==> src/rtl/fetch_pc.sv <==
// PC register and fetch sequencer with sticky misaligned/out-of-range fault.
// Define FETCH_TRACE_EN for a per-cycle $display fetch trace.
module fetch_pc #(
    parameter logic [31:0] RESET_PC   = 32'h0000_0000,
    parameter int unsigned IMEM_WORDS = 256
) (
    input  logic        clk,
    input  logic        rst,
    input  logic        stall,
    input  logic        redirect_valid,
    input  logic [31:0] redirect_target,
    input  logic        halt_req,
    output logic [31:0] imem_addr,
    input  logic [31:0] imem_inst,
    output logic [31:0] inst,
    output logic [31:0] pc,
    output logic [31:0] pc_plus4,
    output logic        inst_valid,
    output logic        fault,
    output logic [1:0]  fault_cause,
    output logic [31:0] fault_pc,
    output logic [31:0] fetch_count
);

    typedef enum logic [1:0] {
        BOOT = 2'd0,
        RUN  = 2'd1,
        HALT = 2'd2
    } state_t;

    localparam logic [31:0] NOP   = 32'h0000_0013;
    localparam logic [32:0] LIMIT = 33'(IMEM_WORDS) * 33'd4;

    state_t      state_q;
    logic [31:0] pc_q;
    logic        fault_q;
    logic [1:0]  cause_q;
    logic [31:0] fault_pc_q;
    logic [31:0] count_q;

    logic [31:0] seq_pc;
    logic [31:0] pc_d;
    logic        advance;
    logic        misal;
    logic        oor;

    always_comb begin
        seq_pc  = pc_q + 32'd4;
        pc_d    = redirect_valid ? redirect_target : seq_pc;
        // redirect beats stall; halt beats both
        advance = !halt_req && (redirect_valid || !stall);
        misal   = (pc_d[1:0] != 2'b00);
        oor     = ({1'b0, pc_d} >= LIMIT);
    end

    always_ff @(posedge clk) begin
        if (rst) begin
            state_q    <= BOOT;
            pc_q       <= RESET_PC;
            fault_q    <= 1'b0;
            cause_q    <= 2'b00;
            fault_pc_q <= 32'd0;
            count_q    <= 32'd0;
        end else begin
            unique case (state_q)
                BOOT: state_q <= RUN;
                RUN: begin
                    if (halt_req) begin
                        state_q <= HALT;
                    end else if (advance) begin
                        if (misal || oor) begin
                            state_q    <= HALT;
                            fault_q    <= 1'b1;
                            cause_q    <= misal ? 2'b01 : 2'b10;
                            fault_pc_q <= pc_d;
                        end else begin
                            pc_q    <= pc_d;
                            count_q <= count_q + 32'd1;
                        end
                    end
                end
                HALT: state_q <= HALT;
                default: state_q <= BOOT;
            endcase
        end
    end

`ifdef FETCH_TRACE_EN
    always @(posedge clk) begin
        if (!rst && state_q == RUN) begin
            if (halt_req)
                $display("[%0t] pc=%h inst=%h HALT", $time / 10, pc_q, inst);
            else if (advance && (misal || oor))
                $display("[%0t] pc=%h inst=%h FAULT cause=%b fault_pc=%h",
                         $time / 10, pc_q, inst,
                         misal ? 2'b01 : 2'b10, pc_d);
            else if (redirect_valid)
                $display("[%0t] pc=%h inst=%h REDIR", $time / 10, pc_q, inst);
            else if (stall)
                $display("[%0t] pc=%h inst=%h STALL", $time / 10, pc_q, inst);
            else
                $display("[%0t] pc=%h inst=%h SEQ", $time / 10, pc_q, inst);
        end
    end
`endif

    assign imem_addr   = pc_q;
    assign pc          = pc_q;
    assign pc_plus4    = seq_pc;
    assign inst_valid  = (state_q == RUN);
    assign inst        = inst_valid ? imem_inst : NOP;
    assign fault       = fault_q;
    assign fault_cause = cause_q;
    assign fault_pc    = fault_pc_q;
    assign fetch_count = count_q;

endmodule
==> config.mk <==
export PLATFORM = sky130hd
export DESIGN_NAME = fetch_pc
export DESIGN_NICKNAME = d
export VERILOG_FILES = /design/src/rtl/fetch_pc.sv
export SDC_FILE = /design/constraint.sdc
export NUM_CORES = 1
export LEC_CHECK = 0
export ABC_CLOCK_PERIOD_IN_PS = 3900
export BUFFER_PORTS_ARGS = -buffer_cell sky130_fd_sc_hd__buf_2
export CAP_MARGIN = 20
export CORE_ASPECT_RATIO = 1.5
export CORE_MARGIN = 2
export CORE_UTILIZATION = 47
export CTS_CLUSTER_DIAMETER = 30
export DETAILED_ROUTE_END_ITERATION = 10
export GPL_TIMING_DRIVEN = 0
export PLACE_DENSITY = 0.85
export SYNTH_ARGS = -nofsm -noshare
export SYNTH_HDL_FRONTEND = slang
export SYNTH_SLANG_ARGS = --single-unit
export TNS_END_PERCENT = 100
==> constraint.sdc <==
create_clock -name clk -period 3.9 [get_ports clk]
set_input_delay 0.585 -clock clk [delete_from_list [all_inputs] [get_ports clk]]
set_output_delay 0.585 -clock clk [all_outputs]
set_load 0.02 [all_outputs]
==> results.sh, run 1 <==
export IMPL_status="complete, no violations"
export IMPL_cpPeakStageDelay_ns=0.54
export IMPL_io_pins=265
export IMPL_hold_violations=0
export IMPL_wl_um=20100
export IMPL_grt_pass1_wl_um=30000
export IMPL_p_leak_uw=0.00376
export IMPL_slowest_stage="dfxtp_1"
export IMPL_critical_path_class="reg -> reg"
export IMPL_p_per_area_nw_per_um2=338
export IMPL_worst_slew_pin_slew_ns=0.793
export IMPL_hpwl_um=15600
export IMPL_cts_tree="built"
export IMPL_cts_root_buffer="clkbuf_16"
export IMPL_fin_tns_setup_ns=0
export IMPL_postCtsHoldBufs=0
export IMPL_die_area_um2=12700
export IMPL_nFillCells=1028
export IMPL_io_buffers=264
export IMPL_clk_latency_ns=0.36
export IMPL_setup_worst_path_start_class="flip-flop"
export IMPL_drc=0
export IMPL_cp_max_fo=10
export IMPL_avgSynthCellArea_um2=8.14
export IMPL_cts_htree_levels=3
export IMPL_cp_top_family="simple AND/OR/NAND/NOR gates"
export IMPL_clock_sinks=101
export IMPL_critPathRequiredTime_ns=4.12
export IMPL_cts_path_max_buffers=2
export IMPL_drt_iter0_markers=316
export IMPL_drive_above_1_share=0.383
export IMPL_die_y_um=137
export IMPL_synth_area_um2=5550
export IMPL_most_common_layout_cells="buf_2, dfxtp_1, nand2_1"
export IMPL_yosys_warnings=0
export IMPL_fin_area_um2=7490
export IMPL_skew_ns=0.0104
export IMPL_post_dp_cell_area_um2=7050
export IMPL_final_common_cell="buf_2"
export IMPL_routed_via_density=5.61
export IMPL_finalSetupViolCount=0
export IMPL_fmax_mhz=262
export IMPL_multi_input_area_um2=3080
export IMPL_grt_setup_unrepaired="false"
export IMPL_slew_viol_final=0
export IMPL_fp_coreArea_um2=11500
export IMPL_period_share=0.977
export IMPL_postSynthNetCount=754
export IMPL_final_antenna_net_count=0
export IMPL_finalWeightedCongestion=1.00
export IMPL_synth_edff_count=0
export IMPL_synth_seq_area_share=0.365
export IMPL_first_global_vias=5768
export IMPL_timing_max_cap_violations=0
export IMPL_cts_buffers_inserted=9
export IMPL_hp_class="reg -> reg"
export IMPL_area_growth_syn_to_layout_pct=35.2
export IMPL_slew_headroom=0.466
export IMPL_peakVddDrop_uv=305
export IMPL_wl_per_cell_um=18.0
export IMPL_synth_ff_latch_count=101
export IMPL_crit_arrival_ns=4.03
export IMPL_antenna_found_initial=1
export IMPL_synthCells=681
export IMPL_seq_area_um2=2030
export IMPL_num_vias=6240
export IMPL_dr_pass1_iters=5
export IMPL_synth_distinct_cells=46
export IMPL_nNetsFinal=1031
export IMPL_crit_path_cell_trace="nand4_1 -> nand4bb_1 -> nor3_1 -> xor2_1 -> a2111oi_0 -> and3_2 -> buf_4 -> a21oi_1 -> buf_2 -> mux2i_1 -> nor2_1"
export IMPL_period_needed_ns=3.81
export IMPL_num_antenna_cells=0
export IMPL_grt_max_degree=19
export IMPL_dieWidth_um=92.7
export IMPL_path_clk_slew_ns=0.07
export IMPL_ys_flop_type="dfxtp_1"
export IMPL_path_buf_inv=2
export IMPL_async_flop_share=0
export IMPL_grt_ovfl_total=0
export IMPL_start_util=0.481
export IMPL_grtUsageTotal=0.302
export IMPL_rows=48
export IMPL_cp_end_kind="flip-flop"
## registers in the layout (all words and copies together) (netlist names)
name,count
fault_pc,32
fetch_count,32
imem_addr,32
fault_cause,2
state_q,2
fault,1
## worst min-delay path: stages, from the launching register on
cell,delay (ns)
dfxtp_1,0.32
nand2_1,0.05
mux2i_1,0.05
## area by class of cell
type | count | area share
multi-input combinational | 482 | 0.411
inverter | 23 | 0.0115
buffer | 73 | 0.0568
clock buffer | 9 | 0.0301
clock inverter | 7 | 0.0140
timing repair buffer | 268 | 0.180
tap | 150 | 0.0250
sequential | 101 | 0.271
## per-stage QoR
stage	worst slack (ns)	total power, uW	hold WS (ns)	utilization	cells
3_3_place_gp	-0.461	1530	0.443	0.612	1095
4_1_cts	0.0216	2530	0.461	0.645	1114
3_5_place_dp	-0.428	1540	0.451	0.612	1095
6_report	0.0889	2530	0.469	0.650	1113
5_1_grt	0.00410	2600	0.493	0.650	1113
2_1_floorplan	0.137	1370	0.438	-	681
## power breakdown
group	internal (uW)	total [uW]	switching, uW
clock	572	1010	437
combinational	167	453	286
sequential	1060	1070	14.1
## what timing repair did
| action | 4_1_cts | 5_1_grt |
|---|---|---|
| setup endpoints to repair | 81 | 66 |
| buffers inserted | 4 | 0 |
| pin swaps | 2 | 1 |
| gates resized for setup | 11 | 17 |
## metal layers
| layer | GRT usage | wire length, um |
|---|---|---|
| met3 | 0.0551 | 1550 |
| met5 | 0 | 13 |
| met1 | 0.350 | 7580 |
| met2 | 0.528 | 10000 |
| met4 | 0.157 | 873 |
## synthesized netlist by cell type, types with 7 or more instances
| cell | number | share of area |
|---|---|---|
| a21oi_1 | 46 | 0.042 |
| and2_1 | 35 | 0.039 |
| and3_1 | 35 | 0.039 |
| buf_4 | 34 | 0.046 |
| clkbuf_1 | 35 | 0.024 |
| dfxtp_1 | 101 | 0.36 |
| inv_1 | 23 | 0.016 |
| mux2_2 | 11 | 0.022 |
| mux2i_1 | 30 | 0.054 |
| nand2_1 | 63 | 0.043 |
| nand2b_1 | 16 | 0.018 |
| nand3_1 | 19 | 0.017 |
| nand4_1 | 11 | 0.012 |
| nor2_1 | 43 | 0.029 |
| nor2b_1 | 7 | 0.0079 |
| nor3_1 | 15 | 0.014 |
| nor4_1 | 11 | 0.012 |
| o21ai_0 | 22 | 0.020 |
| o31ai_1 | 16 | 0.022 |
| or2_2 | 9 | 0.010 |
| or3_1 | 13 | 0.015 |
| or4_1 | 14 | 0.019 |
| xnor2_1 | 11 | 0.017 |
| xor2_1 | 9 | 0.014 |
## kinds of logic (layout without fill, tap and decap cells)
kind of cell	count (synthesis)	count (layout)	share of synthesized area
adders and majority gates	4	4	0.00903
DFF	101	101	0.365
xor gates and xnor gates	20	20	0.0316
muxes	41	41	0.0765
and+or+nand+nor	306	306	0.306
buffers and inverters	98	380	0.0905
AOI/OAI and AO/OA	111	111	0.122
## worst paths after layout
kind                              start                        end  slack [ns]  depth (start not counted)
max          imem_addr[11]$_SDFFE_PP0P_  fault_pc[27]$_SDFFE_PP0P_        0.09                         11
min reg2reg    fault_pc[8]$_SDFFE_PP0P_   fault_pc[8]$_SDFFE_PP0P_        0.47                          2
min            fault_pc[8]$_SDFFE_PP0P_   fault_pc[8]$_SDFFE_PP0P_        0.47                          2
max reg2reg  imem_addr[11]$_SDFFE_PP0P_  fault_pc[27]$_SDFFE_PP0P_        0.09                         11
(Power assumes the default switching activity.)
==> run 2: changes to the inputs <==
Settings changed: CELL_PAD_IN_SITES_DETAIL_PLACEMENT set to 0, CELL_PAD_IN_SITES_GLOBAL_PLACEMENT set to 1, CORE_UTILIZATION 47 to 33, CTS_CLUSTER_SIZE set to 12.
==> run 2 against run 1 <==
- non-clock buffer count increased by 1
- final cell count grew 5.5%
- via count is 4.1% lower
- sequential share of layout area shrank 0.31 points
- wire length up 3.5%
==> results.sh, run 2 (synthesized netlist as in run 1, its figures left out) <==
export IMPL_status="complete, no violations"
export IMPL_final_antenna_net_count=0
export IMPL_drive_above_1_share=0.384
export IMPL_grtUsageTotal=0.229
export IMPL_finalNonFillerCells=1174
export IMPL_critPathRequiredTime_ns=4.19
export IMPL_period_share=0.946
export IMPL_critical_path_class="reg -> reg"
export IMPL_nNetsFinal=1033
export IMPL_swShare=0.293
export IMPL_timing_max_cap_violations=0
export IMPL_pwr_share_comb=0.185
export IMPL_grt_setup_unrepaired="false"
export IMPL_drc=0
export IMPL_wl_um=20800
export IMPL_routed_via_density=5.10
export IMPL_slew_viol_final=0
export IMPL_whs_ns=0.461
export IMPL_fin_area_um2=7570
export IMPL_skew_ns=0.00886
export IMPL_finalWeightedCongestion=0.852
export IMPL_hold_violations=0
export IMPL_peakVddDrop_uv=189
export IMPL_hp_class="reg -> reg"
export IMPL_dr_pass1_iters=5
export IMPL_postCtsHoldBufs=0
export IMPL_die_y_um=163
export IMPL_cts_tree="built"
export IMPL_p_clk_frac=0.376
export IMPL_crit_arrival_ns=3.97
export IMPL_finalSetupViolCount=0
export IMPL_wl_per_cell_um=17.7
export IMPL_post_dp_cell_area_um2=7130
export IMPL_cts_path_max_buffers=2
export IMPL_first_global_vias=5746
export IMPL_die_area_um2=17900
export IMPL_worst_slew_pin_slew_ns=0.877
export IMPL_cpPeakStageDelay_ns=0.50
export IMPL_clock_sinks=101
export IMPL_dpl_cell_count=1155
export IMPL_area_growth_syn_to_layout_pct=36.5
export IMPL_fmax_mhz=271
export IMPL_cts_htree_levels=3
export IMPL_p_leak_uw=0.00377
export IMPL_p_sw_uw=717
export IMPL_crit_path_cell_trace="ha_4 -> nand4_4 -> or3_1 -> buf_2 -> xnor2_1 -> mux2_2 -> a2111oi_2 -> and3_2 -> nand4_4 -> buf_2 -> or4_1 -> a21oi_1"
export IMPL_p_per_area_nw_per_um2=323
export IMPL_num_vias=5986
export IMPL_internal_power_uw=1730
export IMPL_cp_end_kind="flip-flop"
export IMPL_p_total_uw=2440
export IMPL_most_common_layout_cells="buf_2, dfxtp_1, nand2_1"
export IMPL_drt_iter0_markers=264
export IMPL_hpwl_um=16000
export IMPL_path_clk_slew_ns=0.07
export IMPL_rows=58
export IMPL_grt_max_degree=17
export IMPL_grt_pass1_wl_um=31300
export IMPL_period_needed_ns=3.69
export IMPL_final_core_util=0.455
export IMPL_slew_headroom=0.410
export IMPL_dieWidth_um=110
export IMPL_slowest_stage="or4_1"
export IMPL_cp_max_fo=8
export IMPL_fp_coreArea_um2=16600
export IMPL_cts_buffers_inserted=9
export IMPL_antenna_found_initial=0
export IMPL_clk_latency_ns=0.35
export IMPL_io_pins=265
export IMPL_start_util=0.334
export IMPL_num_antenna_cells=0
export IMPL_grt_ovfl_total=0
export IMPL_io_buffers=264
export IMPL_setup_worst_path_start_class="flip-flop"
export IMPL_final_common_cell="buf_2"
export IMPL_cts_root_buffer="clkbuf_16"
export IMPL_pwr_share_seq=0.438
run 2: metrics by stage:
step	setup TNS (ns)	setup WS (ns)
CTS	0	0.00967
floorplan	0	0.137
global placement	-10.90	-0.401
finish	0	0.212
global route	0	0.0145
detailed placement	-12.57	-0.447
run 2: metal layers:
metal / vias up / wire [um] / global-route usage
li1: 2925 / - / -
met1: 2801 / 8050 / 0.264
met2: 219 / 10900 / 0.407
met3: 41 / 1180 / 0.0424
met4: 0 / 649 / 0.0949
met5: - / 0 / 0
run 2: final cells by class:
class | instances | area, um2
clock inverters | 4 | 56.3
repair buffers | 270 | 1360
plain buffers | 72 | 428
well taps | 210 | 263
inverters | 23 | 86.3
flip-flops and latches | 101 | 2030
clock buffers | 11 | 233
fillers | 1726 | 9050
multi-input cells | 483 | 3110
run 2: power by group through the flow:
stage / Combinational, uW / Clock (uW) / Sequential, uW
floorplan: 253 / 0 / 1120
global placement: 449 / 0 / 1090
detailed placement: 450 / 0 / 1100
CTS: 454 / 937 / 1070
global route: 497 / 973 / 1070
finish: 452 / 919 / 1070
run 2: what timing repair did:
| action | CTS | global route |
|---|---|---|
| resized for setup | 11 | 26 |
| pin swaps | 2 | 2 |
| setup endpoints to repair | 79 | 83 |
| cloned | 0 | 2 |
| setup buffers | 3 | 2 |
run 2: worst max-delay path, delay by kind of cell, from the launching register on:
family | cells | cell delay (ns)
buffers and inverters | 2 | 0.43
adder cells (fa/ha/maj) | 1 | 0.19
AND/OR/NAND/NOR | 5 | 1.60
AO/OA/AOI/OAI | 2 | 0.47
flip-flops | 1 | 0.40
XOR/XNOR | 1 | 0.18
multiplexers | 1 | 0.35
run 2: final timing paths:
check / to / slack (ns) / startpoint / cells past startpoint
max: fetch_count[27]$_SDFFE_PP0P_ / 0.21 / imem_addr[3]$_SDFFE_PP0P_ / 12
min: fault_pc[8]$_SDFFE_PP0P_ / 0.46 / fault_pc[8]$_SDFFE_PP0P_ / 2
max reg2reg: fetch_count[27]$_SDFFE_PP0P_ / 0.21 / imem_addr[3]$_SDFFE_PP0P_ / 12
min reg2reg: fault_pc[8]$_SDFFE_PP0P_ / 0.46 / fault_pc[8]$_SDFFE_PP0P_ / 2
==> run 3: changes to the inputs <==
Settings changed: ABC_CLOCK_PERIOD_IN_PS 3900 to not set, REMOVE_ABC_BUFFERS set to 1.
==> run 3 against run 2 <==
- first-iteration DRC count shrank 9.5%
- sequential power is essentially flat
- largest cell class unchanged
- critical path type unchanged
- power shrank 1.4%
- global-route usage shrank 2.6 points
- clock power shrank 3.8%
- sequential share of layout area grew 1.0 points
- wire length shrank 7.8%
- highest routed layer unchanged
- critical path depth shrank 2
- clock skew grew 0.0025 ns
- final cell count shrank 5.0%
- critical endpoint is now fetch_count[25]$_SDFFE_PP0P_
- die area is the same
==> results.sh, run 3 (synthesized netlist as in run 1, its figures left out) <==
export IMPL_r2r_end="fetch_count[25]$_SDFFE_PP0P_"
export IMPL_pwr_share_comb=0.188
export IMPL_p_sw_uw=734
export IMPL_die_area_um2=17900
export IMPL_clk_latency_ns=0.36
export IMPL_cts_root_buffer="clkbuf_16"
export IMPL_slew_viol_final=0
export IMPL_rr_startpoint="imem_addr[2]$_SDFFE_PP0P_"
export IMPL_fin_area_um2=7270
export IMPL_critical_path_class="reg -> reg"
export IMPL_most_common_layout_cells="buf_2, dfxtp_1, nand2_1"
export IMPL_crit_path_cell_trace="ha_2 -> nand4_4 -> or3_4 -> xnor2_1 -> mux2_2 -> a2111oi_2 -> and3_4 -> nand4_4 -> or4_1 -> a21oi_1"
export IMPL_hold_violations=0
export IMPL_holdCritStartpoint="fault_pc[8]$_SDFFE_PP0P_"
export IMPL_whs_path_depth=2
export IMPL_io_buffers=264
export IMPL_p_leak_uw=0.00358
export IMPL_grt_ovfl_total=0
export IMPL_wl_um=19100
export IMPL_cpPeakStageDelay_ns=0.61
export IMPL_p_per_area_nw_per_um2=331
export IMPL_cp_common_cell="nand4_4"
export IMPL_antenna_found_initial=0
export IMPL_cts_buffers_inserted=9
export IMPL_cp_end_kind="flip-flop"
export IMPL_post_dp_cell_area_um2=6780
export IMPL_crit_arrival_ns=4.02
export IMPL_critPathRequiredTime_ns=4.18
export IMPL_area_growth_syn_to_layout_pct=31.2
export IMPL_fmax_mhz=267
export IMPL_final_antenna_net_count=0
export IMPL_drt_iter0_markers=239
export IMPL_drc=0
export IMPL_start_util=0.334
export IMPL_cp_max_fo=14
export IMPL_holdPathEnd="fault_pc[8]$_SDFFE_PP0P_"
export IMPL_p_clk_frac=0.367
export IMPL_multi_input_area_um2=3150
export IMPL_fp_coreArea_um2=16600
export IMPL_fin_ws_ns=0.156
export IMPL_period_share=0.960
export IMPL_reg2regPathDepth=10
export IMPL_period_needed_ns=3.74
export IMPL_nNetsFinal=972
export IMPL_clock_sinks=101
export IMPL_internal_power_uw=1670
export IMPL_cts_tree="built"
export IMPL_hp_class="reg -> reg"
export IMPL_rows=58
export IMPL_seq_area_um2=2020
export IMPL_wl_per_cell_um=17.2
export IMPL_dieWidth_um=110
export IMPL_drive_above_1_share=0.372
export IMPL_slowest_stage="or4_1"
export IMPL_worst_slew_pin_slew_ns=1.09
export IMPL_num_vias=5687
export IMPL_cp_top_family="simple AND/OR/NAND/NOR gates"
export IMPL_grt_max_degree=77
export IMPL_io_pins=265
export IMPL_grt_pass1_wl_um=27900
export IMPL_timing_max_cap_violations=0
export IMPL_pwr_share_seq=0.445
export IMPL_finalWeightedCongestion=0.777
export IMPL_skew_ns=0.0114
export IMPL_dp_slack_ns=-1.17
export IMPL_die_y_um=163
export IMPL_grtUsageTotal=0.203
export IMPL_cts_htree_levels=3
export IMPL_hpwl_um=13100
export IMPL_first_global_vias=5018
export IMPL_rrSetupSlack_ns=0.16
export IMPL_dr_pass1_iters=4
export IMPL_fin_tns_setup_ns=0
export IMPL_finalSetupViolCount=0
export IMPL_status="complete, no violations"
export IMPL_setup_worst_path_start_class="flip-flop"
export IMPL_slew_headroom=0.272
export IMPL_finalNonFillerCells=1115
export IMPL_path_buf_inv=0
export IMPL_cts_path_max_buffers=2
export IMPL_routed_via_density=5.10
export IMPL_final_common_cell="buf_2"
export IMPL_peakVddDrop_uv=152
export IMPL_dpl_cell_count=1082
export IMPL_p_total_uw=2410
export IMPL_nFillCells=1755
export IMPL_swShare=0.305
export IMPL_path_clk_slew_ns=0.08
## run 3: cell count changes in the layout (fill, tap and decap cells not counted), moves of 3 or more
cell | before | now
dfxtp_1 | 97 | 100
buf_4 | 40 | 12
o31ai_2 | 3 | 0
clkbuf_1 | 29 | 0
o31ai_1 | 13 | 16
clkbuf_2 | 3 | 0
buf_2 | 268 | 263
## run 3: metal layers
| metal | vias up | GRT usage | routed length (um) |
|---|---|---|---|
| li1 | 2812 | - | - |
| met1 | 2684 | 0.251 | 8160 |
| met2 | 168 | 0.354 | 9660 |
| met3 | 23 | 0.0252 | 915 |
| met4 | 0 | 0.0777 | 412 |
| met5 | - | 0 | 0 |
## run 3: final cells by class
cell class,instances,area share
inverters,23,0.0124
well taps,210,0.0361
clock inverters,7,0.00774
multi-input cells,486,0.433
diodes,1,0.000344
flip-flops and latches,101,0.278
repair buffers,277,0.201
repair inverters,1,0.000688
clock buffers,9,0.0310
## run 3: worst max-delay path by stage
stage | cells past startpoint | startpoint | to | slack, ns
5_1_grt | 10 | imem_addr[3]$_SDFFE_PP0P_ | fetch_count[15]$_SDFFE_PP0P_ | -0.0006
3_5_place_dp | 9 | redirect_valid | fetch_count[25]$_SDFFE_PP0P_ | -1.17
2_1_floorplan | 10 | imem_addr[2]$_SDFFE_PP0P_ | fault_pc[12]$_SDFFE_PP0P_ | -1.47
4_1_cts | 10 | imem_addr[2]$_SDFFE_PP0P_ | fetch_count[13]$_SDFFE_PP0P_ | 0.008
6_report | 10 | imem_addr[2]$_SDFFE_PP0P_ | fetch_count[25]$_SDFFE_PP0P_ | 0.16
3_3_place_gp | 9 | redirect_valid | fault_pc[25]$_SDFFE_PP0P_ | -3.01
## run 3: what timing repair did
| item | in CTS | in global routing |
|---|---|---|
| cloned | 4 | 1 |
| resized for setup | 11 | 5 |
| hold endpoints to repair | 0 | 0 |
| hold buffers | 0 | 0 |
| buffers inserted | 11 | 0 |
| setup endpoints to repair | 98 | 34 |
| pin swaps | 4 | 0 |
## run 3: tightest hold or removal path: stages, from the launching register on
cell and delay, ns:
dfxtp_1 0.31, nand2_1 0.05, mux2i_1 0.05
## run 3: power by group through the flow
| stage | sequential (uW) | clock, uW | combinational [uW] |
|---|---|---|---|
| 5_1_grt | 1070 | 945 | 490 |
| 2_1_floorplan | 1120 | 0 | 236 |
| 3_5_place_dp | 1090 | 0 | 433 |
| 6_report | 1070 | 884 | 452 |
| 3_3_place_gp | 1090 | 0 | 429 |
| 4_1_cts | 1070 | 911 | 456 |
## run 3: metrics by stage
step,util,hold WS [ns]
global route,0.438,0.483
detailed placement,0.408,0.448
global placement,0.404,0.445
floorplan,-,0.438
CTS,0.435,0.459
finish,0.438,0.457
